$ cat src/rtl/video_timing_gen.sv
// Horizontal/vertical video timing generator: x/y counters, registered sync/blank
// decode, line/frame strobes, soft restart and a completed-frame counter.
module video_timing_gen #(
  parameter int CW       = 11,
  parameter int H_ACTIVE = 800,
  parameter int H_FP     = 56,
  parameter int H_SYNC   = 120,
  parameter int H_BP     = 64,
  parameter int V_ACTIVE = 600,
  parameter int V_FP     = 37,
  parameter int V_SYNC   = 6,
  parameter int V_BP     = 23,
  parameter bit H_POL    = 1'b1,
  parameter bit V_POL    = 1'b1,
  parameter int FW       = 8
) (
  input  logic          clk50,
  input  logic          rst_n,
  input  logic          en,
  input  logic          restart,
  output logic          hsync_out,
  output logic          vsync_out,
  output logic          blank_out,
  output logic          de_out,
  output logic [CW-1:0] x_crd,
  output logic [CW-1:0] y_crd,
  output logic          line_start,
  output logic          frame_start,
  output logic [FW-1:0] frame_cnt
);

  localparam int H_TOTAL = H_ACTIVE + H_FP + H_SYNC + H_BP;
  localparam int V_TOTAL = V_ACTIVE + V_FP + V_SYNC + V_BP;

  localparam logic [CW-1:0] H_LAST     = CW'(H_TOTAL - 1);
  localparam logic [CW-1:0] V_LAST     = CW'(V_TOTAL - 1);
  localparam logic [CW-1:0] H_ACT_END  = CW'(H_ACTIVE);
  localparam logic [CW-1:0] V_ACT_END  = CW'(V_ACTIVE);
  localparam logic [CW-1:0] H_SYNC_BEG = CW'(H_ACTIVE + H_FP);
  localparam logic [CW-1:0] H_SYNC_END = CW'(H_ACTIVE + H_FP + H_SYNC);
  localparam logic [CW-1:0] V_SYNC_BEG = CW'(V_ACTIVE + V_FP);
  localparam logic [CW-1:0] V_SYNC_END = CW'(V_ACTIVE + V_FP + V_SYNC);

  logic [CW-1:0] hcnt, vcnt;
  logic [CW-1:0] hcnt_nxt, vcnt_nxt;
  logic          frame_inc;
  logic          restart_pend;
  logic          h_blank_nxt, v_blank_nxt;
  logic          h_sync_nxt, v_sync_nxt;

  always_comb begin
    hcnt_nxt  = hcnt;
    vcnt_nxt  = vcnt;
    frame_inc = 1'b0;
    if (en) begin
      // A pending restart wins over the natural wrap and suppresses the frame count.
      if (restart_pend) begin
        hcnt_nxt = '0;
        vcnt_nxt = '0;
      end else if (hcnt == H_LAST) begin
        hcnt_nxt = '0;
        if (vcnt == V_LAST) begin
          vcnt_nxt  = '0;
          frame_inc = 1'b1;
        end else begin
          vcnt_nxt = vcnt + CW'(1);
        end
      end else begin
        hcnt_nxt = hcnt + CW'(1);
      end
    end
  end

  // Decode the next position so the registered syncs line up with x_crd/y_crd.
  always_comb begin
    h_blank_nxt = (hcnt_nxt >= H_ACT_END);
    v_blank_nxt = (vcnt_nxt >= V_ACT_END);
    h_sync_nxt  = (hcnt_nxt >= H_SYNC_BEG) && (hcnt_nxt < H_SYNC_END);
    v_sync_nxt  = (vcnt_nxt >= V_SYNC_BEG) && (vcnt_nxt < V_SYNC_END);
  end

  always_ff @(posedge clk50 or negedge rst_n) begin
    if (!rst_n) begin
      hcnt         <= '0;
      vcnt         <= '0;
      frame_cnt    <= '0;
      restart_pend <= 1'b0;
      hsync_out    <= ~H_POL;
      vsync_out    <= ~V_POL;
      blank_out    <= 1'b0;
    end else begin
      hcnt         <= hcnt_nxt;
      vcnt         <= vcnt_nxt;
      restart_pend <= restart | (restart_pend & ~en);
      if (frame_inc) frame_cnt <= frame_cnt + FW'(1);
      hsync_out    <= h_sync_nxt ? H_POL : ~H_POL;
      vsync_out    <= v_sync_nxt ? V_POL : ~V_POL;
      blank_out    <= h_blank_nxt | v_blank_nxt;
    end
  end

  assign de_out      = ~blank_out;
  assign x_crd       = hcnt;
  assign y_crd       = vcnt;
  // Gated by rst_n so the strobes stay low for the whole reset.
  assign line_start  = rst_n & en & (hcnt == '0);
  assign frame_start = rst_n & en & (hcnt == '0) & (vcnt == '0);

endmodule

$ cat config.mk
export PLATFORM = sky130hd
export DESIGN_NAME = video_timing_gen
export DESIGN_NICKNAME = d
export VERILOG_FILES = /design/src/rtl/video_timing_gen.sv
export SDC_FILE = /design/constraint.sdc
export NUM_CORES = 1
export LEC_CHECK = 0
export ABC_CLOCK_PERIOD_IN_PS = 7730
export CORE_ASPECT_RATIO = 0.7
export CORE_UTILIZATION = 60
export CTS_CLUSTER_SIZE = 16
export DETAILED_ROUTE_END_ITERATION = 12
export DONT_BUFFER_PORTS = 1
export HOLD_SLACK_MARGIN = 0.05
export PLACE_DENSITY_LB_ADDON = 0.2
export SLEW_MARGIN = 20
export SYNTH_ARGS = -nofsm -noshare
export SYNTH_HDL_FRONTEND = slang
export SYNTH_SLANG_ARGS = --single-unit
$ cat constraint.sdc
create_clock -name clk50 -period 7.73 [get_ports clk50]
set_clock_uncertainty 0.1 [all_clocks]
set_input_delay 2.319 -clock clk50 [delete_from_list [all_inputs] [get_ports clk50]]
set_output_delay 2.319 -clock clk50 [all_outputs]
set_load 0.02 [all_outputs]
# == Yosys cells after proc, flatten, opt, wreduce, memory -nomap -nowiden ==
# Cells that the tools add are included.
# word_totals
reg_bits,34
output_inout_bits,36
wordCells,43
# op_classes
add_sub_neg,3
order_cmp,6
n_eq_ne,2
muxes,13
bitwise,8
reduce_logical,4
# op_table
op,count
$mux 11,7
$ge 11x10->1 const B,4
$add 11x1->11 const B,2
$logic_not 11->1,2
$lt 11x10->1 const B,2
$eq 11x10->1 const B,1
$eq 11x11->1 const B,1
$add 8x1->8 const B,1
$mux 1,6
$and 1x1->1,4
$logic_and 1x1->1,2
$not 1->1,2
$or 1x1->1,2

# == Depth between registers and ports, before layout ==
# logic_depth
ltp_word,8
ltp_mapped,9
depth_no_buf,8

# == Worst setup path after synthesis ==
# OpenSTA, ideal clock, no wires.
# synth_timing
kind,input port to output port
start,input en
end,output frame_start
arrival_time_ps,3975
t_required_ps,5311
setup_slack_ps,1336
cell_stages,6
cell_sequence,clkbuf_1 -> inv_1 -> nor2_1 -> nand3_1 -> nor4_1 -> and4b_1
# synth_between
elab_chain_len,3
# synth_rtl
element,line,rtl
"start, declared",19,"input logic en,"
$and 1x1->1 (2 in a row),n/a,
net line_start,27,"output logic line_start,"
$and 1x1->1,107,assign frame_start = rst_n & en & (hcnt == '0) & (vcnt == '0);
"end, declared",28,"output logic frame_start,"
# The timed path passes the listed nets, and every way through them passes these cells.

# == Worst setup path after layout ==
# Same ends and word-level chain as after synthesis.

==> qor.csv <==
metric,value,unit
cts_tree,yes,
hold_class,reg -> reg,
setup-tns-final,0,ps
overflow,0,
grt_pass1_vias,1574,
postCtsHoldBufs,0,
stdcell_count,272,
ff2ff_path_depth,6,
min_period,6300,ps
die_h,51.5,um
slowest_delay,790,ps
clockBufferDepth,2,
cp_max_fo,17,
path_class,in -> out,
regArea,851,um^2
port_buffers,0,
drcViolationCount,0,
core-area,3230,um^2
grt_pass1_wl,7.42,mm
r2r_start,y_crd[5],
wl_per_cell,17.2,um
placed_cells,264,
path_cells,"inv_1, nor2_1, nand3_1, nor4_1, and4b_1",
cp-startpoint,en,
nFillCells,247,
grt_antenna_before_repair,0,
path_buf_inv,1,
cp-endpoint,frame_start,
rows,17,
critPathCaptureType,primary output,
synth_area,2100,um^2
ys.flop_type,dfrtp_1,
drt-initial-drc-count,190,
initial_core_util,65.0,%
irDropWorstVdd,0.101,mV
synth-edff-count,0,
cts_buffers,5,
max_cap_viol_count,0,
final_net_count,234,
hold_viol_final,0,
syn_to_final_growth,7.44,%
dr.pass1.iters,4,
post_cts_buffers,0,
arrival,3880,ps
cts.sink_count,34,
reg2reg_setup_slack,4540,ps
cts_resized,0,
netlist_instances,227,
power.total,396,uW
clock_tree.root_cell,clkbuf_8,
viasPerCell,6.41,
synth_seq_area_share,40.5,%
die_w,72.7,um
whs,519,ps
crit_required,5310,ps
async_reset_ff_share,100,%
maxSlewViolCount,0,
grt_max_degree,36,
synth_nets,237,
cpLargestDelayFamily,simple AND/OR/NAND/NOR gates,
power_density,175,nW/um^2
relSlewSlack,30.4,%
timing.fmax,159,MHz
vias,1744,
p_leak,0.911,nW
clk_latency,280,ps
rsz0062_at_grt,false,
worst_pin_slew,1040,ps
cp_slowest_cell,nor4_1,
synth.distinct_cells,50,
period_share,81.5,%
status,"complete, no violations",
htreeDepth,2,
synth-seq-cells,34,
drt-total-wl,4.67,mm
finalSetupViolCount,0,
place.gp.congestion,0.913,
dieArea,3750,um^2
startpoint_type,input pin,
avgSynthCellArea,9.25,um^2
num_io_pins,40,
r2r-end,vsync_out,
multiInputGateArea,1170,um^2
path_clk_slew,70,ps
ys_warn_count,0,
cp.depth,5,
diodes,0,
hpwl,3.47,mm
grt_util_all_layers,26.6,%
detail-route-antenna-nets,0,
drive_above_1_share,9.33,%
utilization,69.8,%
==> worst min path at each step <==
stage | cells past startpoint | to | start
3_5_place_dp | 1 | frame_cnt[7] | frame_cnt[7]
4_1_cts | 1 | frame_cnt[7] | frame_cnt[7]
5_1_grt | 1 | frame_cnt[7] | frame_cnt[7]
2_1_floorplan | 1 | frame_cnt[7] | frame_cnt[7]
6_report | 1 | frame_cnt[7] | frame_cnt[7]
3_3_place_gp | 1 | frame_cnt[7] | frame_cnt[7]
==> state kept, by name, summed over array words and instances, names as in the netlist <==
signal and cells:
x_crd 11, y_crd 11, frame_cnt 8, blank_out 1, hsync_out 1, restart_pend 1, vsync_out 1
==> power by group <==
| group | leakage (nW) | internal [mW] | switching, mW | total, mW |
|---|---|---|---|---|
| combinational | 0.370 | 0.00348 | 0.00752 | 0.0110 |
| clock | 0.0714 | 0.138 | 0.0638 | 0.201 |
| sequential | 0.470 | 0.179 | 0.00417 | 0.184 |
==> per-layer routing <==
| metal | global-route usage [%] | part of all wire, % | wire length [um] | vias up |
|---|---|---|---|---|
| met5 | 0 | 0 | 0 | - |
| met4 | 6.86 | 0.30 | 14 | 0 |
| met3 | 9.30 | 11 | 524 | 2 |
| met2 | 41.0 | 45 | 2100 | 98 |
| met1 | 35.9 | 43 | 2020 | 817 |
| li1 | - | - | - | 827 |
==> cells by family after synthesis <==
| group | share of synthesized area (%) |
|---|---|
| compound gates | 13.8 |
| fa+ha+maj | 3.57 |
| flops | 40.5 |
| xor+xnor | 7.92 |
| buf+inv | 3.57 |
| simple gates | 28.2 |
| mux | 2.44 |
==> final cells by class <==
class,count,share of cell area [%]
Tap cell,47,2.61
Sequential cell,34,37.7
Clock inverter,2,2.66
Clock buffer,6,3.66
Inverter,8,1.33
Multi-Input combinational cell,175,52.1
==> through the flow <==
stage / cell area, um^2 / setup slack [ps]
5_1_grt: 2260 / 1390
2_1_floorplan: 2100 / 1340
6_report: 2260 / 1430
4_1_cts: 2260 / 1430
3_3_place_gp: 2110 / 1440
3_5_place_dp: 2110 / 1430
==> layout by cell type, fill, tap and decap left out, drive strengths merged, types with 3 or more instances in the layout <==
cell type / Yosys / layout
ha: 6 / 6
a21oi: 7 / 7
inv: 8 / 8
clkbuf: 9 / 6
dfrtp: 34 / 34
or3: 4 / 4
a211oi: 3 / 3
and3: 4 / 4
nand2: 15 / 15
nand3: 13 / 13
nor3: 7 / 7
a31oi: 4 / 4
mux2i: 4 / 4
xnor2: 14 / 14
nor4: 3 / 3
xor2: 5 / 5
o21ai: 12 / 12
o31ai: 3 / 3
or4: 4 / 4
nand3b: 3 / 3
nor2: 23 / 23
nand4: 9 / 9
and4: 4 / 4
==> Yosys cell counts (2+ instances only) <==
library cell,count,area [um^2]
and4b_1,2,20.0
or2_2,2,12.5
nor4b_1,2,17.5
or4_1,3,22.5
nand3_1,13,65.1
o211ai_1,2,15.0
nand2_1,15,56.3
clkbuf_1,9,33.8
nand3b_1,3,22.5
and2b_1,2,15.0
mux2i_1,4,40.0
ha_1,6,75.1
o31ai_1,3,22.5
nor3_2,3,30.0
nor3_1,4,20.0
a21oi_1,6,30.0
and2_1,2,12.5
o21ai_0,11,55.1
and3_1,4,25.0
nand4_1,8,50.1
xnor2_1,14,123
or3_1,4,25.0
a31oi_1,4,25.0
o22ai_1,2,12.5
dfrtp_1,34,851
and4_1,4,35.0
nor4_1,3,18.8
inv_1,8,30.0
xor2_1,5,43.8
a32o_1,2,20.0
nor2_1,23,86.3
a211oi_1,2,15.0
==> worst reg2reg max path, cell delays in order, from the launching register on <==
cell and delay [ps]:
dfrtp_1 540, or4_1 620, or4_4 570, o21ai_2 470, nor2_1 170, a2111o_1 460, a211oi_2 180
(Power assumes the default switching activity.)
